## src/rtl/psum_accum_ctrl.sv

```systemverilog
// PL-side psum BRAM sequencer: read-modify-write accumulation of partial sums and range zero-fill.
// Latency: accumulate occupies READ_LATENCY+3 cycles accept-to-ready, first-pass write 2 cycles, clear len+1 cycles.
// Backpressure: o_psum_ready drops while an op is in flight, a clear is requested, or the PS owns the BRAM.
module psum_accum_ctrl #(
    parameter int DATA_WIDTH   = 32,
    parameter int ADDR_WIDTH   = 32,
    parameter int NUM_BYTE     = 4,
    parameter int READ_LATENCY = 2,
    parameter int SATURATE     = 0
) (
    input  logic                  clk,
    input  logic                  rst_n,
    input  logic [31:0]           i_conf_ctrl,
    input  logic                  i_psum_valid,
    output logic                  o_psum_ready,
    input  logic [ADDR_WIDTH-1:0] i_psum_addr,
    input  logic [DATA_WIDTH-1:0] i_psum_data,
    input  logic                  i_psum_first,
    input  logic                  i_clr_start,
    input  logic [ADDR_WIDTH-1:0] i_clr_base,
    input  logic [ADDR_WIDTH-1:0] i_clr_len,
    output logic                  o_clr_done,
    output logic [ADDR_WIDTH-1:0] mem_addr,
    output logic [DATA_WIDTH-1:0] mem_idat,
    input  logic [DATA_WIDTH-1:0] mem_odat,
    output logic [NUM_BYTE-1:0]   mem_wren,
    output logic                  mem_enb,
    output logic                  mem_rst,
    output logic                  o_idle,
    output logic [31:0]           o_acc_cnt
);

    typedef enum logic [2:0] {S_IDLE, S_RD, S_WAIT, S_WR, S_CLR} state_t;

    localparam int WCW = (READ_LATENCY > 1) ? $clog2(READ_LATENCY) : 1;
    localparam logic [WCW-1:0] WAIT_LAST = WCW'(READ_LATENCY - 1);

    state_t                state, state_nxt;
    logic [DATA_WIDTH-1:0] data_q;
    logic [ADDR_WIDTH-1:0] clr_rem;
    logic [WCW-1:0]        wait_cnt;

    logic ps_owned, accept, clr_go, clr_last, wait_last;
    logic conf_unused;

    logic [DATA_WIDTH:0]   sum_ext;
    logic [DATA_WIDTH-1:0] sum_res;

    logic [ADDR_WIDTH-1:0] mem_addr_d;
    logic [DATA_WIDTH-1:0] mem_idat_d;
    logic [NUM_BYTE-1:0]   mem_wren_d;
    logic                  mem_enb_d;
    logic                  clr_done_d;

    assign ps_owned    = i_conf_ctrl[2];
    assign conf_unused = ^{i_conf_ctrl[31:3], i_conf_ctrl[1:0]};
    assign accept      = (state == S_IDLE) && !ps_owned && !i_clr_start && i_psum_valid;
    assign clr_go      = (state == S_IDLE) && !ps_owned && i_clr_start;
    assign clr_last    = (clr_rem == ADDR_WIDTH'(1));
    assign wait_last   = (wait_cnt == WAIT_LAST);

    assign o_psum_ready = rst_n && (state == S_IDLE) && !ps_owned && !i_clr_start;
    assign o_idle       = (state == S_IDLE);
    assign mem_rst      = 1'b0;

    // Sign-extended add; the extra bit exposes signed overflow for optional clamping
    assign sum_ext = {mem_odat[DATA_WIDTH-1], mem_odat} + {data_q[DATA_WIDTH-1], data_q};

    // Wrap by default, clamp to the signed extreme on overflow when saturating
    always_comb begin
        sum_res = sum_ext[DATA_WIDTH-1:0];
        if (SATURATE != 0 && (sum_ext[DATA_WIDTH] != sum_ext[DATA_WIDTH-1])) begin
            sum_res = sum_ext[DATA_WIDTH] ? {1'b1, {(DATA_WIDTH-1){1'b0}}}
                                          : {1'b0, {(DATA_WIDTH-1){1'b1}}};
        end
    end

    // State register
    always_ff @(posedge clk or negedge rst_n) begin
        if (!rst_n) state <= S_IDLE;
        else        state <= state_nxt;
    end

    // Next-state logic: clear wins over a simultaneous psum request
    always_comb begin
        state_nxt = state;
        case (state)
            S_IDLE: begin
                if (clr_go) begin
                    if (i_clr_len != '0) state_nxt = S_CLR;
                end else if (accept) begin
                    state_nxt = i_psum_first ? S_WR : S_RD;
                end
            end
            S_RD:    state_nxt = S_WAIT;
            S_WAIT:  if (wait_last) state_nxt = S_WR;
            S_WR:    state_nxt = S_IDLE;
            S_CLR:   if (clr_last) state_nxt = S_IDLE;
            default: state_nxt = S_IDLE;
        endcase
    end

    // Output logic: values the registered BRAM port will present in the next cycle
    always_comb begin
        mem_enb_d  = (state_nxt != S_IDLE);
        mem_wren_d = '0;
        mem_addr_d = mem_addr;
        mem_idat_d = mem_idat;
        clr_done_d = 1'b0;
        case (state)
            S_IDLE: begin
                if (clr_go) begin
                    mem_addr_d = i_clr_base;
                    mem_idat_d = '0;
                    mem_wren_d = (i_clr_len != '0) ? '1 : '0;
                    clr_done_d = (i_clr_len == '0);
                end else if (accept) begin
                    mem_addr_d = i_psum_addr;
                    if (i_psum_first) begin
                        mem_wren_d = '1;
                        mem_idat_d = i_psum_data;
                    end
                end
            end
            S_WAIT: begin
                if (wait_last) begin
                    mem_wren_d = '1;
                    mem_idat_d = sum_res;
                end
            end
            S_CLR: begin
                if (clr_last) begin
                    clr_done_d = 1'b1;
                end else begin
                    mem_addr_d = mem_addr + ADDR_WIDTH'(1);
                    mem_wren_d = '1;
                end
            end
            default: ;
        endcase
    end

    // Registered BRAM port and clear-done pulse
    always_ff @(posedge clk or negedge rst_n) begin
        if (!rst_n) begin
            mem_addr   <= '0;
            mem_idat   <= '0;
            mem_wren   <= '0;
            mem_enb    <= 1'b0;
            o_clr_done <= 1'b0;
        end else begin
            mem_addr   <= mem_addr_d;
            mem_idat   <= mem_idat_d;
            mem_wren   <= mem_wren_d;
            mem_enb    <= mem_enb_d;
            o_clr_done <= clr_done_d;
        end
    end

    // Captured request data, clear word countdown, read-latency counter, completed-write count
    always_ff @(posedge clk or negedge rst_n) begin
        if (!rst_n) begin
            data_q    <= '0;
            clr_rem   <= '0;
            wait_cnt  <= '0;
            o_acc_cnt <= '0;
        end else begin
            if (accept)                        data_q   <= i_psum_data;
            if (clr_go)                        clr_rem  <= i_clr_len;
            else if (state == S_CLR)           clr_rem  <= clr_rem - ADDR_WIDTH'(1);
            if (state == S_RD)                 wait_cnt <= '0;
            else if (state == S_WAIT)          wait_cnt <= wait_cnt + WCW'(1);
            if (state == S_WR)                 o_acc_cnt <= o_acc_cnt + 32'd1;
        end
    end

endmodule

```

## config.mk

```make
export PLATFORM = sky130hd
export DESIGN_NAME = psum_accum_ctrl
export DESIGN_NICKNAME = d
export VERILOG_FILES = /design/src/rtl/psum_accum_ctrl.sv
export SDC_FILE = /design/constraint.sdc
export NUM_CORES = 1
export LEC_CHECK = 0
export ABC_AREA = 1
export CAP_MARGIN = 10
export CELL_PAD_IN_SITES_DETAIL_PLACEMENT = 1
export CELL_PAD_IN_SITES_GLOBAL_PLACEMENT = 1
export CORE_AREA = 5 5 244 151
export DETAILED_ROUTE_END_ITERATION = 10
export DIE_AREA = 0 0 249 156
export PLACE_DENSITY_LB_ADDON = 0.1
export SYNTH_ARGS = -nofsm -noshare
export SYNTH_HDL_FRONTEND = slang
export SYNTH_SLANG_ARGS = --single-unit
```

## constraint.sdc

```tcl
create_clock -name clk -period 2.4 [get_ports clk]
set_input_delay 0.6 -clock clk [delete_from_list [all_inputs] [get_ports clk]]
set_output_delay 0.6 -clock clk [all_outputs]
set_load 0.005 [all_outputs]
```

==> metrics.md <==
| Metric | Value |
|---|---|
| Drt total wl | `48900 um` |
| Initial Util | `0.346` |
| Share of layout cells above drive strength 1 | `0.0920` |
| Core Region | `0.0344 sq mm` |
| Nets | `2404` |
| Max FO, Critical Path | `5` |
| Area of the mapped netlist | `0.0119 sq mm` |
| Asr flop ratio synth | `1.00` |
| Root buffer cell | `clkbuf_16` |
| Fmax | `428 MHz` |
| Post-synth EDFFs | `0` |
| Worst-Skew Late Latency | `0.45 ns` |
| Area growth from synthesis to layout | `39.3%` |
| Final ANT Viol Nets | `0` |
| Worst Path Required | `1.80 ns` |
| Peak supply drop | `0.696 mV` |
| Post-place instance area | `0.0159 sq mm` |
| Max Slew Vio Count | `0` |
| Initial antenna violation count | `4` |
| Post-Syn Area per Cell | `6.57 sq um` |
| MaxCap Viol Count | `0` |
| Prevailing post-synth register cell | `dfrtp_1` |
| All-Layer GR Usage | `0.248` |
| Total number of vias | `13200` |
| Tmin final | `2.33 ns` |
| DRC Markers | `0` |
| Die area | `0.0388 sq mm` |
| CTS tree | `yes` |
| Die Height | `156 um` |
| Final hold vios | `0` |
| H-tree depth | `4` |
| Flops & latches, synth | `167` |
| Vias in the first global route | `13900` |
| Tightest Pin Transition | `0.719 ns` |
| Worst Path Arrival | `1.73 ns` |
| Commonest non-fill, non-tap cell in the layout | `nand2_1` |
| Clock Sinks | `167` |
| Post-layout instance area | `0.0166 sq mm` |
| Synth Instances | `1810` |
| Die X | `249 um` |
| RSZ-0062 raised after global routing | `yes` |
| Final Setup Violations | `0` |
| Min Hold Slack | `0.329 ns` |
| Pwr/cell area | `1190 mW/mm^2` |
| Setup Crit Path Kind | `reg2out` |
| Num CTS Buffers | `17` |
| Min-delay worst type | `in2async` |
| Clock Skew | `0.0140 ns` |
| Global-route wire length before repair | `77100 um` |
| CP endpoint kind | `primary output` |
| Most frequent cells in the layout | `669 x nand2_1, 267 x clkdlybuf4s50_1, 209 x inv_1` |
| Outcome | `completed` |
| Yosys warning count | `0` |
| Clock transition at the registers of the reported paths | `0.08 ns` |
| Netlist cell types | `48` |
| I/O Pins | `302` |
| Final Util | `0.481` |
| Sequential share of the synthesized area | `0.351` |
| Total grt overflow | `0` |
| Floorplan row count | `53` |
| Pin count of the biggest net entering global routing | `119` |
| Maximum clock insertion buffer count | `2` |
| Post-CTS Hold Buffers | `0` |
| Post-synthesis net count | `2043` |
| Tcrit/Tclk final | `0.972` |
| Initial DRC Count | `812` |
| RD Place Congestion | `0.917` |
| Critical Path Source Type | `register` |
| Leakage power | `0.00810 uW` |
| Via density | `4.99` |
| Slew Limit Headroom | `0.520` |
| PortBufs | `269` |
| Drt pass-1 iters | `5` |
| WL/cell | `18.4 um` |
| HPWL after DPL | `39000 um` |
metal layers:
metal  part of all wire  vias up  global-route usage
met5                  0        -                   0
met4              0.013        0              0.0504
met3              0.039       33              0.0370
met2               0.46      248               0.406
met1               0.49     6453               0.354
li1                   -     6503                   -
report_power, final:
part	total [uW]	internal [uW]	switching (uW)
Sequential	5050	3970	1070
Combinational	11900	5050	6830
Clock	2810	1370	1440
Total	19700	10400	9340
sequential cells by signal (all words and copies together), names as in the netlist, 3 cells and up:
register,flops
o_acc_cnt,32
clr_rem,32
mem_idat,32
mem_addr,32
data_q,32
state,3
critical path, cell delays in order (launching register included):
cell	delay [ns]
dfrtp_1	0.40
inv_2	0.08
nand2_2	0.10
nor2_8	0.15
clkdlybuf4s50_1	0.55
layout make-up:
type	instances	area, sq um
Fill cell	4472	17800
Clock inverter	15	139
Inverter	217	817
Multi-Input combinational cell	1375	6660
Antenna cell	4	10.0
Sequential cell	167	4180
Timing Repair Buffer	393	3750
Clock buffer	17	425
Tap cell	467	584
final timing paths:
kind                                          start                        end  slack, ns  depth (start not counted)
max                              state[1]$_DFF_PN0_                     o_idle       0.07                          4
min                                           rst_n    mem_idat[4]$_DFFE_PN0P_       0.33                          2
max reg2reg                o_acc_cnt[0]$_DFFE_PN0N_  o_acc_cnt[24]$_DFFE_PN0N_       0.19                         10
min reg2reg                   data_q[0]$_DFFE_PN0P_      data_q[0]$_DFFE_PN0P_       0.48                          2
max in group asynchronous                     rst_n     data_q[23]$_DFFE_PN0P_       1.52                          2
min in group clk              data_q[0]$_DFFE_PN0P_      data_q[0]$_DFFE_PN0P_       0.48                          2
synth_stat cells, types with 2 or more instances:
master	n	area (sq um)
nor2_1	192	721
nor4_1	10	62.6
inv_2	5	18.8
buf_4	8	60.1
xnor2_1	14	123
nor2_2	7	43.8
dfrtp_1	167	4180
nor3b_1	2	15.0
o221ai_1	2	17.5
o21ai_1	25	125
o311ai_0	3	26.3
nand2_2	5	31.3
nand3b_1	3	22.5
a22oi_1	13	97.6
o211ai_1	15	113
nand2_1	673	2530
a32oi_1	3	26.3
nor3_2	2	20.0
o21bai_1	6	45.0
nand3_4	2	35.0
ha_1	35	438
clkbuf_1	17	63.8
a21oi_1	60	300
buf_2	15	75.1
o22ai_1	4	25.0
inv_1	210	788
xor2_1	47	412
or2_2	2	12.5
nand3_1	126	631
o31ai_1	2	15.0
o21ai_0	47	235
nor2_8	2	40.0
nand4_1	23	144
buf_6	6	67.6
nor3_1	29	145
buf_1	5	18.8
mux2i_1	2	20.0
a31oi_1	11	68.8
timing repair:
item / CTS / global route
endpoints found under the setup margin: 4 / 15
buffers inserted: 2 / 0
resized for setup: 4 / 13
pin swaps: 0 / 0
cell families (layout without fill, tap and decap cells):
logic type | after synthesis | in the layout | share of synthesized area
simple gates | 1081 | 1081 | 0.376
flops | 167 | 167 | 0.351
xor+xnor | 61 | 61 | 0.0449
compound gates | 194 | 194 | 0.0941
mux | 2 | 2 | 0.00168
buf+inv | 268 | 642 | 0.0927
other cells | 1 | 5 | 0.000315
fa+ha+maj | 36 | 36 | 0.0385
stage by stage:
| step | setup slack, ns | power [uW] | std cells | TNS (ns) |
|---|---|---|---|---|
| 4_1_cts | 0.0175 | 19800 | 2651 | 0 |
| 3_3_place_gp | -0.524 | 16400 | 2617 | -7.98 |
| 5_1_grt | -0.00701 | 21400 | 2655 | -0.0134 |
| 6_report | 0.0660 | 19700 | 2655 | 0 |
| 2_1_floorplan | 0.299 | 11300 | 1810 | 0 |
| 3_5_place_dp | -0.567 | 16800 | 2617 | -9.43 |
(Power assumes the default switching activity.)
